$ cat src/rtl/pipe_result_fifo_pkg.sv
// Shared defaults for the result FIFO, matched to the F = (A+B+C-D)*D pipeline.
package pipe_result_fifo_pkg;

  localparam int N_DEF     = 10;
  localparam int LAT_DEF   = 3;
  localparam int DEPTH_DEF = 8;

  // Occupancy must represent 0..depth inclusive, hence one extra bit.
  function automatic int cnt_w(input int depth);
    return $clog2(depth) + 1;
  endfunction

endpackage

$ cat src/rtl/valid_delay.sv
// LAT-stage shift register that lines up in_valid with the pipeline output F.
module valid_delay
  import pipe_result_fifo_pkg::*;
#(
  parameter int LAT = LAT_DEF
) (
  input  logic clk,
  input  logic rst_n,
  input  logic d,
  output logic q
);

  logic [LAT-1:0] sr_q;
  logic [LAT-1:0] sr_d;

  always_comb begin
    sr_d    = sr_q;
    sr_d[0] = d;
    for (int i = 1; i < LAT; i++) begin
      sr_d[i] = sr_q[i-1];
    end
  end

  always_ff @(posedge clk or negedge rst_n) begin
    if (!rst_n) begin
      sr_q <= '0;
    end else begin
      sr_q <= sr_d;
    end
  end

  assign q = sr_q[LAT-1];

endmodule

$ cat src/rtl/pipe_result_fifo.sv
// Captures aligned pipeline results into a first-word fall-through FIFO with
// valid/ready output, occupancy count and a sticky overflow flag.
module pipe_result_fifo
  import pipe_result_fifo_pkg::*;
#(
  parameter int N     = N_DEF,
  parameter int LAT   = LAT_DEF,
  parameter int DEPTH = DEPTH_DEF
) (
  input  logic                      clk,
  input  logic                      rst_n,
  input  logic                      in_valid,
  input  logic [N-1:0]              f_in,
  output logic [N-1:0]              out_data,
  output logic                      out_valid,
  input  logic                      out_ready,
  output logic [cnt_w(DEPTH)-1:0]   count,
  output logic                      full,
  output logic                      overflow,
  input  logic                      clr_ovf
);

  localparam int              PW       = $clog2(DEPTH);
  localparam int              CW       = cnt_w(DEPTH);
  localparam logic [CW-1:0]   FULL_CNT = CW'(DEPTH);

  // Handshake: a result transfers at a rising edge where out_valid and
  // out_ready are both high; out_valid never depends on out_ready.
  logic          wr_req;
  logic          rd;
  logic          wr;
  logic          drop;
  logic [N-1:0]  mem [DEPTH];
  logic [PW-1:0] wr_ptr_q, wr_ptr_d;
  logic [PW-1:0] rd_ptr_q, rd_ptr_d;
  logic [CW-1:0] count_q, count_d;
  logic          ovf_q, ovf_d;

  valid_delay #(.LAT(LAT)) u_valid_delay (
    .clk   (clk),
    .rst_n (rst_n),
    .d     (in_valid),
    .q     (wr_req)
  );

  assign full      = (count_q == FULL_CNT);
  assign out_valid = (count_q != '0);
  assign rd        = out_valid & out_ready;
  // A full FIFO still accepts a write when the head leaves at the same edge.
  assign wr        = wr_req & (~full | rd);
  assign drop      = wr_req & full & ~rd;

  always_comb begin
    wr_ptr_d = wr_ptr_q;
    rd_ptr_d = rd_ptr_q;
    count_d  = count_q;
    ovf_d    = ovf_q;
    if (wr) begin
      wr_ptr_d = wr_ptr_q + PW'(1);
    end
    if (rd) begin
      rd_ptr_d = rd_ptr_q + PW'(1);
    end
    case ({wr, rd})
      2'b10:   count_d = count_q + CW'(1);
      2'b01:   count_d = count_q - CW'(1);
      default: count_d = count_q;
    endcase
    if (drop) begin
      ovf_d = 1'b1;
    end else if (clr_ovf) begin
      ovf_d = 1'b0;
    end
  end

  always_ff @(posedge clk or negedge rst_n) begin
    if (!rst_n) begin
      wr_ptr_q <= '0;
      rd_ptr_q <= '0;
      count_q  <= '0;
      ovf_q    <= 1'b0;
    end else begin
      wr_ptr_q <= wr_ptr_d;
      rd_ptr_q <= rd_ptr_d;
      count_q  <= count_d;
      ovf_q    <= ovf_d;
    end
  end

  // Storage holds no reset; validity is tracked entirely by count_q.
  always_ff @(posedge clk) begin
    if (wr) begin
      mem[wr_ptr_q] <= f_in;
    end
  end

  assign out_data = out_valid ? mem[rd_ptr_q] : '0;
  assign count    = count_q;
  assign overflow = ovf_q;

endmodule

$ cat config.mk
export PLATFORM = sky130hd
export DESIGN_NAME = pipe_result_fifo
export DESIGN_NICKNAME = d
export VERILOG_FILES = /design/src/rtl/pipe_result_fifo_pkg.sv /design/src/rtl/valid_delay.sv /design/src/rtl/pipe_result_fifo.sv
export SDC_FILE = /design/constraint.sdc
export NUM_CORES = 1
export LEC_CHECK = 0
export BUFFER_PORTS_ARGS = -buffer_cell sky130_fd_sc_hd__buf_2
export CAP_MARGIN = 0
export CORE_MARGIN = 1.5
export CORE_UTILIZATION = 29
export CTS_CLUSTER_DIAMETER = 60
export CTS_CLUSTER_SIZE = 8
export DETAILED_ROUTE_END_ITERATION = 10
export REMOVE_ABC_BUFFERS = 1
export SYNTH_ARGS = -nofsm -noshare
export SYNTH_HDL_FRONTEND = slang
export SYNTH_SLANG_ARGS = --single-unit
$ cat constraint.sdc
create_clock -name clk -period 3.1 [get_ports clk]
set_input_delay 0.31 -clock clk [delete_from_list [all_inputs] [get_ports clk]]
set_output_delay 0.31 -clock clk [all_outputs]
set_load 0.1 [all_outputs]
# Yosys cells after proc, flatten, opt, wreduce, memory -nomap -nowiden
# Memory sizes are Yosys's and may differ from the RTL's.
# Index checks and enable logic that the tools add are counted.
# word_totals
register_bits	14
mem_bits_rw	80
in_bits	15
memories	1
# memory_table
memory	depth	width	rd	rd_ports_with_merged_regs	write_ports	line_no	text
mem	8	10	1	0	1	pipe_result_fifo.sv:33	logic [N-1:0] mem [DEPTH];
# op_classes
n_addsub	4
n_eq_ne	3
n_mux	6
bitwise	7
reduce_logical	3
# op_table
cell	n
2-to-1 mux 10 bit	1
one-hot mux 4 bit (2 select lines)	1
adder 3 x 1 -> 3 bit (second input constant)	2
adder 4 x 1 -> 4 bit (second input constant)	1
bitwise AND 1 bit	4
== test 4 bit (second input constant)	1
2-to-1 mux 1 bit	4
nonzero test 2 bit	2
nonzero test 4 bit	1
subtractor 4 x 1 -> 4 bit (second input constant)	1
== test 2 x 1 -> 1 bit (second input constant)	1
== test 2 bit (second input constant)	1
NOT 1 bit	2
OR 1 bit	1

# Depth between registers and ports, before layout
# Gate-level depths: netlist (run 1).
# depth
depth_word	6
ltp_mapped	8

# By module
# Synthesis (run 1) repeated with hierarchy kept, for this count alone.
# hier_totals
cells_unflattened	198
hier_area_um2	3769.9
# modules_own_cells
mod	n_inst	cells_per_inst	area_per_inst_um2	seq_area_each_um2
pipe_result_fifo	1	195	3694.8	2677.6
valid_delay	1	3	75.1	75.1

# Least setup slack after synthesis (run 1)
# Ideal clock, no wire load.
# synth_timing
path_kind	flip-flop to output port
from	register count_q[0], in the netlist count[0]
to	output port out_data[0]
t_arrival_ps	2832
t_required_ps	2790
path_slack_ps	-42
stages_incl_launch_ff	5
path_buffers	2
cell_sequence	dfrtp_1 > clkbuf_2 > nor4_1 > clkbuf_1 > nor2_1
# synth_via
elab_chain_len	2
# synth_lines
element	line_no	text
start, declared	pipe_result_fifo.sv:36	logic [CW-1:0] count_q, count_d;
start signal, assigned	pipe_result_fifo.sv:85	count_q <= count_d;
nonzero test 4 bit	pipe_result_fifo.sv:47	assign out_valid = (count_q != '0);
2-to-1 mux 10 bit	pipe_result_fifo.sv:97	assign out_data = out_valid ? mem[rd_ptr_q] : '0;
end, declared	pipe_result_fifo.sv:14	output logic [N-1:0] out_data,
# No other way between the ends.

# Worst setup path in the final report (run 1)
# layout_timing
from	register rd_ptr_q[0]
to	output port out_data[9]
# layout_via
elab_chain_len	2
# layout_lines
element	line_no	text
start, declared	pipe_result_fifo.sv:35	logic [PW-1:0] rd_ptr_q, rd_ptr_d;
start signal, assigned	pipe_result_fifo.sv:84	rd_ptr_q <= rd_ptr_d;
memory (8 x 10 bit)	n/a	
2-to-1 mux 10 bit	pipe_result_fifo.sv:97	
# No other way between the ends.

==> impl_table.tex, run 1 <==
\begin{tabular}{lr}
\hline
Metric & Value \\
\hline
\multicolumn{2}{l}{\textbf{Run status}} \\
Run status & finished, final reports clean \\
\multicolumn{2}{l}{\textbf{Critical path}} \\
Startpoint of the worst register-to-register path & count[2]\$\_DFFE\_PN0P\_ \\
Worst endpoint data arrival time & 2.15 ns \\
R2R setup slack & 0.67 ns \\
RR Endpoint & count[2]\$\_DFFE\_PN0P\_ \\
Worst setup path endpoint & out\_data[9] \\
CP Data Required Time & around 2.8 ns \\
Capturing element type of the critical path & output port \\
Worst setup path startpoint & rd\_ptr\_q[0]\$\_DFFE\_PN0N\_ \\
Critical path class & flip-flop to output port \\
Startpoint type of the worst setup path & flip-flop \\
Number of cells on the worst reg-to-reg path & 7 \\
Max Fanout on Critical Path & 22 \\
\multicolumn{2}{l}{\textbf{STA}} \\
Max-slew violation count & 0 \\
Setup-violating endpoint count in the final report & 0 \\
Transition at the pin with the smallest max-transition slack & 0.718 ns \\
Final Hold Fails & 0 \\
Final critical delay including setup and external delays & about 2.5 ns \\
Worst slew margin & 52.1\% \\
Achievable Freq & 407 MHz \\
Unrepaired setup endpoints after global routing & no \\
Clock tree skew after final layout & 0.00459 ns \\
Fraction of the cycle the final worst path needs & between 70\% and 80\% \\
\multicolumn{2}{l}{\textbf{Floorplan}} \\
Die outline width & approximately 120 um \\
Starting density of the core & between 20 and 30\% \\
IO Pins & 32 \\
Core outline area & between 10,000 and 15,000 sq um \\
Floorplan die height & 117 um \\
Number of placement rows & 41 \\
Total Die Area & 13,700 sq um \\
\multicolumn{2}{l}{\textbf{Synthesis}} \\
Synth area leaders & sky130\_fd\_sc\_hd\_\_edfxtp\_1, sky130\_fd\_sc\_hd\_\_mux4\_2, sky130\_fd\_sc\_hd\_\_dfrtp\_1 \\
Adder-cell share of the synthesized area & less than 1\% \\
Library cell occupying the most area in the post-synthesis netlist & sky130\_fd\_sc\_hd\_\_edfxtp\_1 \\
Synthesized-area fraction occupied by and/or/nand/nor cells & under 10\% \\
Share of the synthesized area in the top cell type & 63.7\% \\
Share of synthesized area occupied by flip-flops and latches & 73.0\% \\
Synthesized area & around 3800 sq um \\
Syn. warnings & 0 \\
\#FFs+latches synth & 94 \\
Xor-xnor portion of the synthesized cell area & 1.63\% \\
Number of instances in the synthesized netlist & 198 \\
Mean area per synthesized cell & 19.0 sq um \\
Combinational family with the most area after synthesis & multiplexers \\
Distinct cells, synth & 31 \\
Post-synthesis compound-gate area fraction & 1.96\% \\
Mux contribution to synthesized area & 15.5\% \\
\multicolumn{2}{l}{\textbf{Routing}} \\
DR vias & about 1.9k \\
Routed WL & 6880 um \\
Pre-Repair DR Iteration Count & 4 \\
DRC viols & 0 \\
Antenna Violating Nets Remaining & 0 \\
Wire per inst & 16.4 um \\
Drt initial violations & 164 \\
Post-DR vias/cell & 4.42 \\
\multicolumn{2}{l}{\textbf{CTS}} \\
CTS H-tree lvls & 3 \\
Buffer type at the clock tree root & sky130\_fd\_sc\_hd\_\_clkbuf\_16 \\
Worst-path clk slew & 0.06 ns \\
CTS tree & built \\
Clk sink count & 94 \\
Cts bufs inserted & 9 \\
Setup Fix Bufs, Post-CTS & 0 \\
Bufs on Longest Clock Path & 2 \\
Worst skew pair latency & around 0.34 ns \\
\multicolumn{2}{l}{\textbf{Layout}} \\
Number of nets in the layout & 261 \\
Layout Area Growth over Synthesis & 18.1\% \\
Multi-input gate area in the final layout & 955 sq um \\
Filler cell count & about 1.2k \\
Most common cell after layout, fill and taps aside & sky130\_fd\_sc\_hd\_\_edfxtp\_1 \\
Diode count & 0 \\
Area taken by flip-flops and latches & 2750 sq um \\
Share of layout cells above drive strength 1 & 33.2\% \\
Area of all placed cells without fillers & between 4000 and 5000 sq um \\
Leading cell types in the layout, fill and taps excluded & sky130\_fd\_sc\_hd\_\_edfxtp\_1, sky130\_fd\_sc\_hd\_\_buf\_2, sky130\_fd\_sc\_hd\_\_mux4\_2 \\
\multicolumn{2}{l}{\textbf{GRT}} \\
Initial antenna violation count & 0 \\
Wire length of the first global-routing pass & 10,600 um \\
Via count of the first global-routing pass & approximately 1.9k \\
Gr usage total & between 10\% and 20\% \\
Total global routing overflow & 0 \\
Pin count of the biggest net entering global routing & 23 \\
\multicolumn{2}{l}{\textbf{Place}} \\
Number of I/O port buffers & 31 \\
Hpwl dp & $\sim$4600 um \\
Total cell area at the placement stage & 4180 sq um \\
Final weighted congestion in routability-driven placement & 0.759 \\
\multicolumn{2}{l}{\textbf{Min path}} \\
Hold path startpoint & in\_valid \\
Hold/Removal Path Class & input pin to flip-flop \\
\multicolumn{2}{l}{\textbf{Flow run}} \\
Maximum capacitance violations & 0 \\
\hline
\end{tabular}
flip-flops by register name, summed over array words and instances, names as in the netlist:
name / flops
rd_ptr_q: 3
mem: 80
overflow: 1
count: 4
u_valid_delay.sr_q: 3
wr_ptr_q: 3
metal layers:
layer  vias up  wire [um]  GRT usage [%]
met4         0        161           6.27
met1       943       3020           13.4
met2        28       3520           18.8
met5         -          0              0
met3        12        182           2.42
li1        867          -              -
through the flow:
stage | hold slack [ns] | TNS (ns) | util (%) | std cells | worst slack [ns]
3_5_place_dp | 0.228 | 0 | 33.0 | 403 | 0.698
5_1_grt | 0.0742 | 0 | 35.1 | 419 | 0.457
3_3_place_gp | 0.223 | 0 | 33.0 | 403 | 0.776
4_1_cts | 0.0737 | 0 | 35.1 | 419 | 0.581
6_report | 0.0779 | 0 | 35.1 | 419 | 0.641
2_1_floorplan | 0.0144 | -1.01 | - | 188 | -0.430
Yosys cell counts:
cell type	count
sky130_fd_sc_hd__mux2_2	2
sky130_fd_sc_hd__inv_1	3
sky130_fd_sc_hd__o31ai_1	1
sky130_fd_sc_hd__nor3_1	5
sky130_fd_sc_hd__clkbuf_2	1
sky130_fd_sc_hd__nand3_1	3
sky130_fd_sc_hd__buf_2	2
sky130_fd_sc_hd__nand2b_1	2
sky130_fd_sc_hd__nor2_1	16
sky130_fd_sc_hd__nor2b_1	2
sky130_fd_sc_hd__o41ai_2	1
sky130_fd_sc_hd__o22ai_1	1
sky130_fd_sc_hd__nand2_1	7
sky130_fd_sc_hd__o21ai_1	1
sky130_fd_sc_hd__nor4_1	2
sky130_fd_sc_hd__mux2_1	1
sky130_fd_sc_hd__buf_6	3
sky130_fd_sc_hd__dfrtp_1	14
sky130_fd_sc_hd__mux4_2	20
sky130_fd_sc_hd__xor2_1	3
sky130_fd_sc_hd__ha_1	3
sky130_fd_sc_hd__xnor2_1	4
sky130_fd_sc_hd__a32oi_2	1
sky130_fd_sc_hd__clkbuf_1	4
sky130_fd_sc_hd__or4_1	1
sky130_fd_sc_hd__a21oi_1	2
sky130_fd_sc_hd__edfxtp_1	80
sky130_fd_sc_hd__mux2i_1	10
sky130_fd_sc_hd__a21boi_1	1
sky130_fd_sc_hd__o21ai_0	1
sky130_fd_sc_hd__or4b_4	1
logic make-up (layout without fill, tap and decap cells):
logic type | Yosys count | count (layout)
flip-flops | 94 | 94
AND/OR/NAND/NOR | 39 | 39
multiplexers | 33 | 33
buffers and inverters | 13 | 62
AO/OA/AOI/OAI | 9 | 9
XOR/XNOR | 7 | 7
adder cells (fa/ha/maj) | 3 | 3
timing repair:
item	4_1_cts	5_1_grt
resized for setup	0	0
hold buffers	1	0
setup endpoints to repair	0	0
hold endpoints to repair	14	0
layout make-up:
type | instances | area share, %
repair buffers | 44 | 5.73
well taps | 172 | 4.83
clock inverters | 6 | 0.843
inverters | 3 | 0.253
multi-input cells | 91 | 21.4
flip-flops and latches | 94 | 61.8
clock buffers | 9 | 5.06
worst min path at each step:
stage,endpoint,slack (ns),depth (start not counted)
finish,u_valid_delay.sr_q[0]$_DFF_PN0_,0.08,1
CTS,u_valid_delay.sr_q[0]$_DFF_PN0_,0.07,1
detailed placement,u_valid_delay.sr_q[2]$_DFF_PN0_,0.23,1
floorplan,count[0]$_DFFE_PN0P_,0.01,0
global placement,u_valid_delay.sr_q[0]$_DFF_PN0_,0.22,1
global route,u_valid_delay.sr_q[0]$_DFF_PN0_,0.07,1
critical path, cell delays in order (launching register included):
cell and delay, ns:
sky130_fd_sc_hd__dfrtp_1 0.32, sky130_fd_sc_hd__buf_4 0.38, sky130_fd_sc_hd__mux4_2 0.57, sky130_fd_sc_hd__mux2i_1 0.19, sky130_fd_sc_hd__nor2_1 0.06, sky130_fd_sc_hd__buf_2 0.29
Power of run 1 is not shown: default switching activity piles up to over one toggle a cycle in this logic, so the estimate is an artifact.
==> run 2, diff against run 1 <==
clock period = 2.4 ns   (was 3.1 ns; I/O delays follow)
==> run 2 against run 1 <==
Worst setup slack lost 0.51 ns; first-iteration DRC count shrank 25%; sequential cell count is the same; die area is the same; register-to-register slack lost 0.54 ns; core utilization grew 1.9 points; clock skew grew 0.0037 ns; clock-buffer cell count grew 1; critical path type is now flip-flop to flip-flop.
==> impl_table.tex, run 2 (synthesis results as in run 1) <==
\begin{tabular}{lr}
\hline
Metric & Value \\
\hline
\multicolumn{2}{l}{\textbf{Critical path}} \\
R2R setup slack & 0.13 ns \\
Critical path class & flip-flop to flip-flop \\
CP Data Required Time & 2.66 ns \\
Max Fanout on Critical Path & 6 \\
RR Endpoint & count[2]\$\_DFFE\_PN0P\_ \\
Capturing element type of the critical path & flip-flop \\
Startpoint of the worst register-to-register path & count[3]\$\_DFFE\_PN0P\_ \\
Startpoint type of the worst setup path & flip-flop \\
Worst endpoint data arrival time & 2.53 ns \\
Number of cells on the worst reg-to-reg path & 8 \\
\multicolumn{2}{l}{\textbf{GRT}} \\
Initial antenna violation count & 0 \\
Wire length of the first global-routing pass & 11,100 um \\
Via count of the first global-routing pass & 2,028 \\
Total global routing overflow & 0 \\
Pin count of the biggest net entering global routing & 23 \\
Gr usage total & 11.5\% \\
\multicolumn{2}{l}{\textbf{Layout}} \\
Leading cell types in the layout, fill and taps excluded & sky130\_fd\_sc\_hd\_\_edfxtp\_1, sky130\_fd\_sc\_hd\_\_buf\_2, sky130\_fd\_sc\_hd\_\_mux4\_2 \\
Most common cell after layout, fill and taps aside & sky130\_fd\_sc\_hd\_\_edfxtp\_1 \\
Layout Area Growth over Synthesis & 24.6\% \\
Diode count & 0 \\
Register with the highest flop count & mem \\
Share of layout cells above drive strength 1 & 35.4\% \\
Non-Filler Instances & 426 \\
Flip-flop count of the largest register after layout & 80 \\
Number of nets in the layout & 267 \\
Post-layout util & a little under two fifths \\
Filler cell count & 1,164 \\
\multicolumn{2}{l}{\textbf{STA}} \\
Setup-violating endpoint count in the final report & 0 \\
Fraction of the cycle the final worst path needs & 94.6\% \\
Achievable Freq & $\sim$440 MHz \\
Final Hold Fails & 0 \\
Max-slew violation count & 0 \\
Worst setup slack after layout & between 0.1 and 0.15 ns \\
Transition at the pin with the smallest max-transition slack & 1.08 ns \\
Worst slew margin & 27.7\% \\
Sum of negative setup slack & 0 ns \\
Unrepaired setup endpoints after global routing & no \\
Clock tree skew after final layout & 0.00826 ns \\
Final critical delay including setup and external delays & 2.27 ns \\
\multicolumn{2}{l}{\textbf{Routing}} \\
Post-DR vias/cell & 4.54 \\
DR vias & 1,935 \\
Routed WL & 7040 um \\
Antenna Violating Nets Remaining & 0 \\
Wire per inst & 16.5 um \\
Drt initial violations & 123 \\
DRC viols & 0 \\
Pre-Repair DR Iteration Count & 4 \\
\multicolumn{2}{l}{\textbf{CTS}} \\
\# resized after CTS & 0 \\
Bufs on Longest Clock Path & 2 \\
Clk sink count & 94 \\
CTS tree & built \\
Cts bufs inserted & 9 \\
Worst skew pair latency & 0.35 ns \\
Buffer type at the clock tree root & sky130\_fd\_sc\_hd\_\_clkbuf\_16 \\
CTS H-tree lvls & 3 \\
Worst-path clk slew & 0.06 ns \\
\multicolumn{2}{l}{\textbf{Place}} \\
Hpwl dp & 4540 um \\
Worst setup slack before clock tree synthesis & roughly 0.16 ns \\
Final weighted congestion in routability-driven placement & 0.735 \\
Number of I/O port buffers & 31 \\
Number of placed cells counting well taps & 408 \\
\multicolumn{2}{l}{\textbf{Run status}} \\
Run status & finished, final reports clean \\
\multicolumn{2}{l}{\textbf{Floorplan}} \\
Die outline width & 117 um \\
IO Pins & 32 \\
Total Die Area & 13,700 sq um \\
Number of placement rows & 41 \\
Starting density of the core & 29.8\% \\
Floorplan die height & 117 um \\
Core outline area & 12,700 sq um \\
\multicolumn{2}{l}{\textbf{Min path}} \\
Destination of the worst hold path & overflow\$\_DFFE\_PN0P\_ \\
Hold/Removal Path Class & input pin to flip-flop \\
Cell depth of the worst min-delay path & 2 \\
Hold path startpoint & clr\_ovf \\
\multicolumn{2}{l}{\textbf{Flow run}} \\
Maximum capacitance violations & 0 \\
\hline
\end{tabular}
==> run 2: changes by cell type in the layout (fill, tap and decap cells not counted), sizes merged <==
cell / previous run / this run
buf: 43 / 48
clkinv: 4 / 2
bufinv: 0 / 1
clkinvlp: 0 / 1
clkbuf: 9 / 10
dlygate4sd3: 1 / 2
==> run 2: through the flow <==
stage	hold WS (ns)	area, sq um
6_report	0.109	4700
2_1_floorplan	-0.0556	3710
5_1_grt	0.112	4700
3_5_place_dp	0.153	4380
4_1_cts	0.109	4700
3_3_place_gp	0.154	4380
==> run 2: how the worst max path moves through the flow <==
stage | end | from | slack, ns
final | count[2]$_DFFE_PN0P_ | count[3]$_DFFE_PN0P_ | 0.13
after global routing | count[2]$_DFFE_PN0P_ | count[3]$_DFFE_PN0P_ | 0.03
after CTS | count[2]$_DFFE_PN0P_ | count[3]$_DFFE_PN0P_ | 0.13
after detailed placement | count[2]$_DFFE_PN0P_ | count[3]$_DFFE_PN0P_ | 0.16
after global placement | count[2]$_DFFE_PN0P_ | count[3]$_DFFE_PN0P_ | 0.22
after floorplan | count[1]$_DFFE_PN0P_ | count[1]$_DFFE_PN0P_ | -1.13
==> run 2: layout make-up <==
class	instances	area [sq um]	share of cell area, %
Multi-Input combinational cell	91	955	20.3
Clock buffer	10	229	4.87
Inverter	3	11.3	0.240
Clock inverter	6	68.8	1.47
Timing Repair Buffer	50	465	9.91
Sequential cell	94	2750	58.6
Tap cell	172	215	4.58
==> run 2: timing repair <==
item                       CTS  global route
setup endpoints to repair    0             0
hold buffers                 2             0
buffers inserted             0             0
hold endpoints to repair    15             0
==> run 2: worst max-delay path, stage by stage (launching register included) <==
cell and delay (ns):
sky130_fd_sc_hd__dfrtp_1 0.37, sky130_fd_sc_hd__buf_4 0.16, sky130_fd_sc_hd__o41ai_2 0.41, sky130_fd_sc_hd__nor2_1 0.10
sky130_fd_sc_hd__xor2_1 0.16, sky130_fd_sc_hd__ha_1 0.19, sky130_fd_sc_hd__or4_1 0.46, sky130_fd_sc_hd__a21oi_1 0.18
sky130_fd_sc_hd__xor2_1 0.17
==> run 2: metal layers <==
| layer | up-vias | track usage, % | share of wire, % |
|---|---|---|---|
| met5 | - | 0 | 0 |
| met2 | 44 | 19.1 | 50 |
| met4 | 0 | 6.75 | 3.4 |
| li1 | 888 | - | - |
| met1 | 989 | 13.5 | 41 |
| met3 | 14 | 3.14 | 4.9 |
Power of run 2 is left out for the same reason.
==> run 3, diff against run 2 <==
CELL_PAD_IN_SITES_DETAIL_PLACEMENT = 0   (was not set)
CELL_PAD_IN_SITES_GLOBAL_PLACEMENT = 1   (was not set)
CORE_MARGIN = 8   (was 1.5)
MAX_ROUTING_LAYER = met4   (was not set)
PLACE_DENSITY_LB_ADDON = 0.1   (was not set)
==> run 3 against run 2 <==
First-iteration DRC count is 17% lower; wire length is 12% higher; clock-buffer cell count is 1 lower; sequential cell count stayed put; worst hold slack worse by 0.0079 ns; final area is 2.5% lower; fmax is 0.68% higher; cell count is 0.47% lower; largest cell class unchanged.
==> impl_table.tex, run 3 (synthesis results as in run 1) <==
\begin{tabular}{lr}
\hline
Metric & Value \\
\hline
\multicolumn{2}{l}{\textbf{Layout}} \\
Diode count & 0 \\
Area of all placed cells without fillers & 4580 sq um \\
Share of layout cells above drive strength 1 & between 30\% and 40\% \\
Most common cell after layout, fill and taps aside & sky130\_fd\_sc\_hd\_\_edfxtp\_1 \\
Leading cell types in the layout, fill and taps excluded & sky130\_fd\_sc\_hd\_\_edfxtp\_1, sky130\_fd\_sc\_hd\_\_buf\_2, sky130\_fd\_sc\_hd\_\_mux4\_2 \\
Flip-flop count of the largest register after layout & 80 \\
Post-layout util & 36.2\% \\
Number of nets in the layout & 266 \\
Filler cell count & 1,203 \\
Layout Area Growth over Synthesis & 21.5\% \\
Register with the highest flop count & mem \\
\multicolumn{2}{l}{\textbf{Critical path}} \\
Worst endpoint data arrival time & 2.01 ns \\
CP Data Required Time & 2.16 ns \\
Max Fanout on Critical Path & 22 \\
Number of cells on the worst reg-to-reg path & 7 \\
Capturing element type of the critical path & output port \\
Startpoint type of the worst setup path & flip-flop \\
Critical path class & flip-flop to output port \\
R2R setup slack & roughly 0.35 ns \\
\multicolumn{2}{l}{\textbf{STA}} \\
Sum of negative setup slack & 0 ns \\
Final critical delay including setup and external delays & 2.25 ns \\
Clock tree skew after final layout & 0.00753 ns \\
Unrepaired setup endpoints after global routing & no \\
Max-slew violation count & 0 \\
Transition at the pin with the smallest max-transition slack & 0.807 ns \\
Final Hold Fails & 0 \\
Achievable Freq & 444 MHz \\
Setup-violating endpoint count in the final report & 0 \\
Worst slew margin & between 40\% and 50\% \\
Fraction of the cycle the final worst path needs & 93.9\% \\
\multicolumn{2}{l}{\textbf{CTS}} \\
Bufs on Longest Clock Path & 2 \\
Setup Fix Bufs, Post-CTS & 0 \\
CTS tree & built \\
Clk sink count & 94 \\
Buffer type at the clock tree root & sky130\_fd\_sc\_hd\_\_clkbuf\_16 \\
Worst-path clk slew & 0.06 ns \\
CTS H-tree lvls & 3 \\
Worst skew pair latency & 0.34 ns \\
Cts bufs inserted & 9 \\
\multicolumn{2}{l}{\textbf{Floorplan}} \\
Floorplan die height & between 100 and 150 um \\
Die outline width & 130 um \\
Starting density of the core & 29.8\% \\
Number of placement rows & just over 40 \\
Total Die Area & about 17,000 sq um \\
IO Pins & 32 \\
Core outline area & 12,700 sq um \\
\multicolumn{2}{l}{\textbf{Routing}} \\
Wire per inst & 18.7 um \\
Routed WL & 7910 um \\
Post-DR vias/cell & around 4.4 \\
Pre-Repair DR Iteration Count & 4 \\
DRC viols & 0 \\
Drt initial violations & about 100 \\
Antenna Violating Nets Remaining & 0 \\
DR vias & 1,871 \\
\multicolumn{2}{l}{\textbf{Min path}} \\
Cell depth of the worst min-delay path & 2 \\
Hold/Removal Path Class & input pin to flip-flop \\
\multicolumn{2}{l}{\textbf{GRT}} \\
Gr usage total & 10.5\% \\
Total global routing overflow & 0 \\
Via count of the first global-routing pass & 2,012 \\
Initial antenna violation count & 0 \\
Wire length of the first global-routing pass & 12,300 um \\
Pin count of the biggest net entering global routing & 23 \\
\multicolumn{2}{l}{\textbf{Flow run}} \\
Maximum capacitance violations & 0 \\
\multicolumn{2}{l}{\textbf{Place}} \\
Number of I/O port buffers & 31 \\
Hpwl dp & 4880 um \\
Total cell area at the placement stage & 4240 sq um \\
Final weighted congestion in routability-driven placement & between 0.7 and 0.8 \\
\multicolumn{2}{l}{\textbf{Run status}} \\
Run status & finished, final reports clean \\
\hline
\end{tabular}
## run 3: worst max-delay path, stage by stage (launching register included)
cell                      delay (ns)
sky130_fd_sc_hd__dfrtp_1        0.37
sky130_fd_sc_hd__buf_12         0.23
sky130_fd_sc_hd__mux4_2         0.53
sky130_fd_sc_hd__mux2i_1        0.18
sky130_fd_sc_hd__nor2_1         0.06
sky130_fd_sc_hd__buf_2          0.29
## run 3: what timing repair did
| item | in CTS | in global routing |
|---|---|---|
| hold buffers | 2 | 0 |
| resized for setup | 0 | 0 |
| hold endpoints to repair | 15 | 0 |
| endpoints found under the setup margin | 0 | 0 |
## run 3: routing by layer
layer	routed length [um]	vias to the layer above	GRT usage [%]
met5	0	-	-
met1	3860	955	13.5
met3	207	8	2.20
met4	102	0	4.92
li1	-	883	-
met2	3740	25	15.7
## run 3: cell type report
cell class                 instances  area [sq um]  area share, %
timing repair buffer              49           308           6.72
clock buffer                       9           225           4.92
multi-input combinational         91           975           21.3
clock inverter                     6          93.8           2.05
sequential                        94          2750           60.1
inverter                           3          11.3          0.246
tap                              172           215           4.70
## run 3: metrics by stage
| step | cells | worst slack (ns) | hold slack, ns |
|---|---|---|---|
| detailed placement | 407 | 0.338 | 0.166 |
| finish | 424 | 0.146 | 0.101 |
| global route | 424 | 0.00286 | 0.102 |
| global placement | 407 | 0.370 | 0.167 |
| CTS | 424 | 0.0731 | 0.0891 |
| floorplan | 188 | -1.13 | -0.0556 |
## run 3: path summary, 6_finish.rpt
path,start,to
worst min register to register,u_valid_delay.sr_q[1]$_DFF_PN0_,u_valid_delay.sr_q[2]$_DFF_PN0_
worst max-delay path,rd_ptr_q[0]$_DFFE_PN0N_,out_data[4]
worst min-delay path,clr_ovf,overflow$_DFFE_PN0P_
worst max register to register,count[0]$_DFFE_PN0P_,count[2]$_DFFE_PN0P_
max in group asynchronous,rst_n,rd_ptr_q[2]$_DFFE_PN0N_
min in group asynchronous,rst_n,wr_ptr_q[1]$_DFFE_PN0P_
Power of run 3 is left out for the same reason.
